**config.mk**
```make
export PLATFORM = sky130hd
export DESIGN_NAME = ins_encoder
export DESIGN_NICKNAME = d
export VERILOG_FILES = /design/src/rtl/ins_encoder_pkg.sv /design/src/rtl/ins_encoder_pack.sv /design/src/rtl/ins_encoder.sv
export SDC_FILE = /design/constraint.sdc
export NUM_CORES = 1
export LEC_CHECK = 0
export BUFFER_PORTS_ARGS = -buffer_cell sky130_fd_sc_hd__buf_2
export CORE_ASPECT_RATIO = 1.25
export CORE_UTILIZATION = 28
export DETAILED_ROUTE_END_ITERATION = 10
export PLACE_DENSITY = 0.62
export SETUP_SLACK_MARGIN = 0.5
export SLEW_MARGIN = 20
export SYNTH_ARGS = -nofsm -noshare
export SYNTH_HDL_FRONTEND = slang
export SYNTH_SLANG_ARGS = --single-unit
```
**constraint.sdc**
```tcl
create_clock -name clk -period 5.3 [get_ports clk]
set_input_delay 0.795 -clock clk [delete_from_list [all_inputs] [get_ports clk]]
set_output_delay 0.795 -clock clk [all_outputs]
set_load 0.005 [all_outputs]
```
**src/rtl/ins_encoder_pkg.sv**
```systemverilog
// MIPS32 definitions shared by the instruction encoder: opcode/func constants,
// the symbolic instruction enum, the encoder FSM states and word-packing helpers.
package ins_encoder_pkg;

    localparam logic [5:0] OP_RTYPE = 6'h00, OP_J    = 6'h02, OP_JAL  = 6'h03, OP_BEQ  = 6'h04;
    localparam logic [5:0] OP_BNE   = 6'h05, OP_ADDI = 6'h08, OP_ADDIU = 6'h09, OP_SLTI = 6'h0A;
    localparam logic [5:0] OP_ANDI  = 6'h0C, OP_ORI  = 6'h0D, OP_XORI = 6'h0E, OP_LUI  = 6'h0F;
    localparam logic [5:0] OP_LW    = 6'h23, OP_SW   = 6'h2B;

    localparam logic [5:0] FUNC_SLL  = 6'h00, FUNC_SRL  = 6'h02, FUNC_SRA  = 6'h03, FUNC_SLLV = 6'h04;
    localparam logic [5:0] FUNC_SRLV = 6'h06, FUNC_SRAV = 6'h07, FUNC_JR   = 6'h08, FUNC_ADD  = 6'h20;
    localparam logic [5:0] FUNC_ADDU = 6'h21, FUNC_SUB  = 6'h22, FUNC_SUBU = 6'h23, FUNC_AND  = 6'h24;
    localparam logic [5:0] FUNC_OR   = 6'h25, FUNC_XOR  = 6'h26, FUNC_NOR  = 6'h27, FUNC_SLT  = 6'h2A;
    localparam logic [5:0] FUNC_SLTU = 6'h2B;

    typedef enum logic [4:0] {
        INS_ADD, INS_ADDU, INS_SUB, INS_SUBU, INS_AND, INS_OR, INS_XOR, INS_NOR,
        INS_SLT, INS_SLTU, INS_SLL, INS_SRL, INS_SRA, INS_SLLV, INS_SRLV, INS_SRAV,
        INS_JR, INS_ADDI, INS_ADDIU, INS_ANDI, INS_ORI, INS_XORI, INS_SLTI, INS_LUI,
        INS_LW, INS_SW, INS_BEQ, INS_BNE, INS_J, INS_JAL
    } ins_op_t;

    typedef enum logic [2:0] {ST_IDLE, ST_LOAD, ST_DRAIN, ST_DONE, ST_ERR} enc_state_t;

    function automatic logic [31:0] r_word(input logic [4:0] rs, rt, rd, shamt, input logic [5:0] func);
        return {OP_RTYPE, rs, rt, rd, shamt, func};
    endfunction

    function automatic logic [31:0] i_word(input logic [5:0] op, input logic [4:0] rs, rt,
                                           input logic [15:0] imm);
        return {op, rs, rt, imm};
    endfunction

    // Control transfers whose delay slot the encoder can fill with a NOP.
    function automatic logic needs_pad(input ins_op_t op);
        return op inside {INS_J, INS_JAL, INS_BEQ, INS_BNE, INS_JR};
    endfunction

endpackage

```
**src/rtl/ins_encoder_pack.sv**
```systemverilog
// Combinational packer: symbolic op plus fields -> MIPS32 word; flags ops outside ins_op_t.
module ins_pack
    import ins_encoder_pkg::*;
(
    input  ins_op_t     op,
    input  logic [4:0]  rs,
    input  logic [4:0]  rt,
    input  logic [4:0]  rd,
    input  logic [4:0]  shamt,
    input  logic [15:0] imm,
    input  logic [25:0] target,
    output logic [31:0] word,
    output logic        illegal
);
    always_comb begin
        word    = '0;
        illegal = 1'b0;
        case (op)
            INS_ADD:   word = r_word(rs, rt, rd, shamt, FUNC_ADD);
            INS_ADDU:  word = r_word(rs, rt, rd, shamt, FUNC_ADDU);
            INS_SUB:   word = r_word(rs, rt, rd, shamt, FUNC_SUB);
            INS_SUBU:  word = r_word(rs, rt, rd, shamt, FUNC_SUBU);
            INS_AND:   word = r_word(rs, rt, rd, shamt, FUNC_AND);
            INS_OR:    word = r_word(rs, rt, rd, shamt, FUNC_OR);
            INS_XOR:   word = r_word(rs, rt, rd, shamt, FUNC_XOR);
            INS_NOR:   word = r_word(rs, rt, rd, shamt, FUNC_NOR);
            INS_SLT:   word = r_word(rs, rt, rd, shamt, FUNC_SLT);
            INS_SLTU:  word = r_word(rs, rt, rd, shamt, FUNC_SLTU);
            // Immediate shifts have no rs; variable shifts have no shamt.
            INS_SLL:   word = r_word(5'd0, rt, rd, shamt, FUNC_SLL);
            INS_SRL:   word = r_word(5'd0, rt, rd, shamt, FUNC_SRL);
            INS_SRA:   word = r_word(5'd0, rt, rd, shamt, FUNC_SRA);
            INS_SLLV:  word = r_word(rs, rt, rd, 5'd0, FUNC_SLLV);
            INS_SRLV:  word = r_word(rs, rt, rd, 5'd0, FUNC_SRLV);
            INS_SRAV:  word = r_word(rs, rt, rd, 5'd0, FUNC_SRAV);
            INS_JR:    word = r_word(rs, 5'd0, 5'd0, 5'd0, FUNC_JR);
            INS_ADDI:  word = i_word(OP_ADDI, rs, rt, imm);
            INS_ADDIU: word = i_word(OP_ADDIU, rs, rt, imm);
            INS_ANDI:  word = i_word(OP_ANDI, rs, rt, imm);
            INS_ORI:   word = i_word(OP_ORI, rs, rt, imm);
            INS_XORI:  word = i_word(OP_XORI, rs, rt, imm);
            INS_SLTI:  word = i_word(OP_SLTI, rs, rt, imm);
            INS_LUI:   word = i_word(OP_LUI, 5'd0, rt, imm);
            INS_LW:    word = i_word(OP_LW, rs, rt, imm);
            INS_SW:    word = i_word(OP_SW, rs, rt, imm);
            INS_BEQ:   word = i_word(OP_BEQ, rs, rt, imm);
            INS_BNE:   word = i_word(OP_BNE, rs, rt, imm);
            INS_J:     word = {OP_J, target};
            INS_JAL:   word = {OP_JAL, target};
            default:   illegal = 1'b1;
        endcase
    end
endmodule

```
**src/rtl/ins_encoder.sv**
```systemverilog
// Instruction encoder: packs host-supplied fields into MIPS32 words and streams them into imem.
// ENC_DELAY_SLOT_PAD_EN: append a NOP after every J/JAL/BEQ/BNE/JR write.
module ins_encoder
    import ins_encoder_pkg::*;
#(
    parameter int ADDR_W    = 10,
    parameter int BASE_ADDR = 0
) (
    input  logic              clk,
    input  logic              rst_n,
    input  logic              start,
    input  logic              fin,
    input  logic              in_valid,
    output logic              in_ready,
    input  ins_op_t           in_op,
    input  logic [4:0]        in_rs,
    input  logic [4:0]        in_rt,
    input  logic [4:0]        in_rd,
    input  logic [4:0]        in_shamt,
    input  logic [15:0]       in_imm,
    input  logic [25:0]       in_target,
    output logic              imem_we,
    output logic [ADDR_W-1:0] imem_addr,
    output logic [31:0]       imem_wdata,
    output logic              busy,
    output logic              done,
    output logic              err,
    output logic [ADDR_W:0]   count
);
    localparam logic [ADDR_W:0] CAP = {1'b1, {ADDR_W{1'b0}}};

    enc_state_t        state;
    logic [ADDR_W-1:0] ptr;
    logic              pad_pending;
    logic [31:0]       word;
    logic              illegal;
    logic              full, xfer, pad_req;
    logic              do_wr, go_err;
    logic [31:0]       wr_word;

    ins_pack u_pack (
        .op(in_op), .rs(in_rs), .rt(in_rt), .rd(in_rd), .shamt(in_shamt),
        .imm(in_imm), .target(in_target), .word(word), .illegal(illegal)
    );

    assign full     = (count == CAP);
    assign in_ready = (state == ST_LOAD) && !full && !pad_pending;
    assign xfer     = in_valid && in_ready;
    assign busy     = (state == ST_LOAD) || (state == ST_DRAIN) || imem_we;

`ifdef ENC_DELAY_SLOT_PAD_EN
    assign pad_req = needs_pad(in_op);
`else
    assign pad_req = 1'b0;
`endif

    // Decide this cycle's write (instruction or NOP pad) and any error entry.
    always_comb begin
        do_wr   = 1'b0;
        go_err  = 1'b0;
        wr_word = word;
        if (!start) begin
            case (state)
                ST_LOAD: begin
                    if ((in_valid && full) || (xfer && illegal) || (pad_pending && full))
                        go_err = 1'b1;
                    else if (xfer)
                        do_wr = 1'b1;
                    else if (pad_pending) begin
                        do_wr   = 1'b1;
                        wr_word = '0;
                    end
                end
                ST_DRAIN: begin
                    if (pad_pending && full)
                        go_err = 1'b1;
                    else if (pad_pending) begin
                        do_wr   = 1'b1;
                        wr_word = '0;
                    end
                end
                default: ;
            endcase
        end
    end

    always_ff @(posedge clk or negedge rst_n) begin
        if (!rst_n) begin
            state       <= ST_IDLE;
            ptr         <= '0;
            count       <= '0;
            pad_pending <= 1'b0;
            imem_we     <= 1'b0;
            imem_addr   <= '0;
            imem_wdata  <= '0;
            done        <= 1'b0;
            err         <= 1'b0;
        end else begin
            imem_we <= do_wr;
            if (do_wr) begin
                imem_wdata <= wr_word;
                imem_addr  <= ptr;
                ptr        <= ptr + 1'b1;
                count      <= count + 1'b1;
            end
            if (start) begin
                state       <= ST_LOAD;
                ptr         <= ADDR_W'(BASE_ADDR);
                count       <= '0;
                pad_pending <= 1'b0;
                done        <= 1'b0;
                err         <= 1'b0;
            end else if (go_err) begin
                state       <= ST_ERR;
                err         <= 1'b1;
                pad_pending <= 1'b0;
            end else begin
                case (state)
                    ST_LOAD: begin
                        if (xfer)
                            pad_pending <= pad_req;
                        else if (pad_pending)
                            pad_pending <= 1'b0;
                        if (fin) begin
                            if (do_wr || (xfer && pad_req))
                                state <= ST_DRAIN;
                            else begin
                                state <= ST_DONE;
                                done  <= 1'b1;
                            end
                        end
                    end
                    ST_DRAIN: begin
                        if (pad_pending)
                            pad_pending <= 1'b0;
                        else begin
                            state <= ST_DONE;
                            done  <= 1'b1;
                        end
                    end
                    default: ;
                endcase
            end
        end
    end
endmodule
```
==> results.md <==
* Clock Latency Late Sink at 0.33 ns
* CP Data Required Time at 4.51 ns
* Root buffer cell: clkbuf_16
* Seq/Total Area, Yosys at 0.4643
* Main synth FF type: dfrtp_1
* FFs w/ async S/R, synth at 1.000
* Number of synthesized register bits at 68
* Share of layout cells above drive strength 1 at 0.3974
* CTS tree: yes
* Rows at 46
* Unique masters post-synth at 55
* Avg Cell Area, Syn at 10.53 um^2
* Clock Skews at 0.008505 ns
* Register share of total power at 0.418
* Fill count at 1285
* Total gr overflow at 0
* Critical path class: register to output pin
* CTS resizes at 0
* Final setup vio count at 0
* Final period utilization at 0.5785
* Synthesized area at 3665 um^2
* Port Buf Inserts at 128
* Via/cell ratio at 5.226
* Status: finished clean
* Syn Nets at 423
* Largest net degree at the start of global routing at 69
* ANT nets after route at 0
* Clock slew at reported path FFs at 0.05 ns
* Synth Instances at 348
* Nets@finish at 538
* Setup Buffers After CTS at 0
* DRT Pass-1 Iters at 5
* Util after Layout at 0.3675
* Gp weighted congestion at 0.7652
* DRC at 0
* Max Cap Viol at 0
* RSZ-0062 raised after global routing: false
* Routed WL at 10.64 mm
* WL/cell at 16.71 um
* Switch Pwr at 0.4593 mW
* CTS buffer count at 9
* Hold Startpoint: imem_addr[8]$_DFFE_PN0P_
* Die H at 129.9 um
* Seq. cell area at 1702 um^2
* Overall power at 1.616 mW
* Worst Tran Pin Value at 1.062 ns
* Switching Fraction at 0.2842
* Pint at 1.157 mW
* Die W at 104.3 um
* Clock sinks at 68
* Final Max Tran Viols at 0
* Area of the multi-input gates at 1740 um^2
* Peak supply drop at 0.1245 mV
* First-pass GRT wire length at 16.73 mm
* R2R cell count at 6
* PD cells at 345.8 nW/um^2
* Clk pwr share at 0.363
* Initial Util at 0.2881
* Slew headroom at 0.2882
* Final WS setup at 2.234 ns
* Hold path endpoint: imem_addr[8]$_DFFE_PN0P_
* Terminus of the critical flop-to-flop path: imem_wdata[20]$_DFFE_PN0P_
* Post-cts hold buffer count at 0
* Comb power frac at 0.219
* Antenna violations before repair at 0
* Clock buffer depth at 2
* Setup WS pre-CTS at 2.208 ns
* Layout area overhead at 27.55%
* Final Hold Violating Endpoints at 0
* Critical path fanouts, max at 27
* YS warnings at 0
* IO Pins at 130
* Min-Delay Path Class: register to register
* Core Region at 12720 um^2
* EDFF count, synth at 0
* Dpl hpwl at 7.864 mm
* Peak Freq at 326.2 MHz
* Flop2flop setup slack at 2.52 ns
* Worst Path Arrival at 2.27 ns
* Worst reg2reg startpoint: count[0]$_DFFE_PN0P_
* Crit start category: register
* Fin crit period at 3.066 ns
* Global Route Usage Sum at 0.1579
* WHS Path Cells at 1
* Drt first-iter violations at 204
* Setup TNS at 0 ns
* Routed vias at 3329
* Vias in the first global route at 3309
* H-Tree Depth at 3
* Die area at 13550 um^2
* Worst setup EP type: output pin
* Leakage power at 2.184 nW
==> registers in the layout (all words and copies together), names as in the netlist <==
name,flops
ptr,10
err,1
imem_wdata,31
count,11
state,3
imem_we,1
imem_addr,10
done,1
==> cell type report <==
type / count / area share
Multi-Input combinational cell: 236 / 0.3723
Sequential cell: 68 / 0.3640
Timing Repair Buffer: 131 / 0.1419
Clock buffer: 9 / 0.04818
Tap cell: 168 / 0.04497
Clock inverter: 7 / 0.01445
Inverter: 17 / 0.01365
Antenna cell: 1 / 0.0005353
==> synth_stat cells (2+ instances only) <==
library cell | number | area [um^2]
nand2b_1 | 2 | 12.51
nor2b_1 | 4 | 25.02
a21oi_1 | 26 | 130.1
o31ai_1 | 10 | 75.07
or3_1 | 4 | 25.02
buf_2 | 10 | 50.05
a211oi_1 | 2 | 15.01
nor2_1 | 11 | 41.29
nor3b_1 | 4 | 30.03
nand3_1 | 15 | 75.07
a222oi_1 | 10 | 100.1
buf_4 | 2 | 15.01
o21ai_0 | 15 | 75.07
a31oi_1 | 8 | 50.05
a221oi_1 | 3 | 26.28
a21o_1 | 3 | 22.52
xnor2_1 | 3 | 26.28
nor4_1 | 4 | 25.02
buf_6 | 5 | 56.30
a22o_1 | 12 | 105.1
mux2_2 | 32 | 360.4
clkbuf_1 | 10 | 37.54
mux2i_1 | 6 | 60.06
inv_1 | 16 | 60.06
or4_1 | 10 | 75.07
dfrtp_1 | 68 | 1702
and2_1 | 4 | 25.02
and3_1 | 4 | 25.02
nand4_1 | 6 | 37.54
ha_1 | 3 | 37.54
nand2_1 | 9 | 33.78
and4_1 | 4 | 35.03
==> layer usage <==
layer | global-route usage | up-vias | share of wire
li1 | - | 1561 | -
met1 | 0.1935 | 1640 | 0.42
met3 | 0.02997 | 10 | 0.059
met2 | 0.2715 | 118 | 0.51
met5 | 0 | - | 0
met4 | 0.06975 | 0 | 0.014
==> worst max-delay path by stage <==
| stage | start | slack (ns) | endpoint | depth (start not counted) |
|---|---|---|---|---|
| floorplan | count[0]$_DFFE_PN0P_ | 2.99 | in_ready | 7 |
| global placement | in_op[4] | 2.33 | imem_wdata[1]$_DFFE_PN0P_ | 6 |
| detailed placement | in_op[4] | 2.21 | imem_wdata[22]$_DFFE_PN0P_ | 6 |
| CTS | count[7]$_DFFE_PN0P_ | 2.22 | in_ready | 4 |
| global route | count[3]$_DFFE_PN0P_ | 2.04 | in_ready | 4 |
| finish | count[7]$_DFFE_PN0P_ | 2.23 | in_ready | 4 |
==> kinds of logic after synthesis <==
| family | share of synthesized area |
|---|---|
| mux | 0.1147 |
| simple gates | 0.1492 |
| other cells | 0.001023 |
| buf+inv | 0.06077 |
| xor+xnor | 0.009561 |
| fa+ha+maj | 0.01297 |
| flops | 0.4643 |
| compound gates | 0.1874 |
==> power by group through the flow <==
| stage | clock, mW | combinational [mW] | sequential [mW] |
|---|---|---|---|
| global route | 0.623 | 0.390 | 0.688 |
| detailed placement | 0 | 0.359 | 0.685 |
| global placement | 0 | 0.345 | 0.684 |
| finish | 0.586 | 0.355 | 0.675 |
| CTS | 0.601 | 0.361 | 0.677 |
| floorplan | 0 | 0.179 | 0.681 |
==> worst max-delay path: stages, from the launching register on <==
cell     delay, ns
dfrtp_1       0.45
nor4_1        0.38
and4_1        0.85
nor4b_1       0.10
buf_2         0.17
==> through the flow <==
stage          cell area (um^2)  hold WS, ns  cells
3_5_place_dp               4379       0.4903    620
2_1_floorplan              3665       0.4875    348
5_1_grt                    4672       0.5229    636
4_1_cts                    4672       0.5070    636
6_report                   4674       0.5012    637
3_3_place_gp               4379       0.4858    620
==> cell usage in the layout (no fill, tap or decap), types with 2 or more instances in the layout <==
master      netlist  routed
a21o_1            3       3
a221oi_1          3       3
o21ai_0          15      15
a21oi_1          26      26
and4_1            4       4
mux2i_1           6       6
a211oi_1          2       2
o31ai_1          10      10
a31oi_1           8       8
nand4_1           6       6
mux2_2           32      32
buf_2            10     128
inv_1            16      16
nand3_1          15      15
nand2_1           9       9
clkinvlp_4        0       3
nor2b_1           4       4
nand2b_1          2       2
xnor2_1           3       3
or4_1            10      10
and2_1            4       4
dfrtp_1          68      68
buf_4             2       3
clkbuf_16         0       9
nor4_1            4       4
a22o_1           12      12
ha_1              3       3
nor3b_1           4       4
and3_1            4       4
a222oi_1         10      10
nor2_1           11      11
clkinv_2          0       3
or3_1             4       4
No activity file was read; power rests on OpenSTA's default activity.
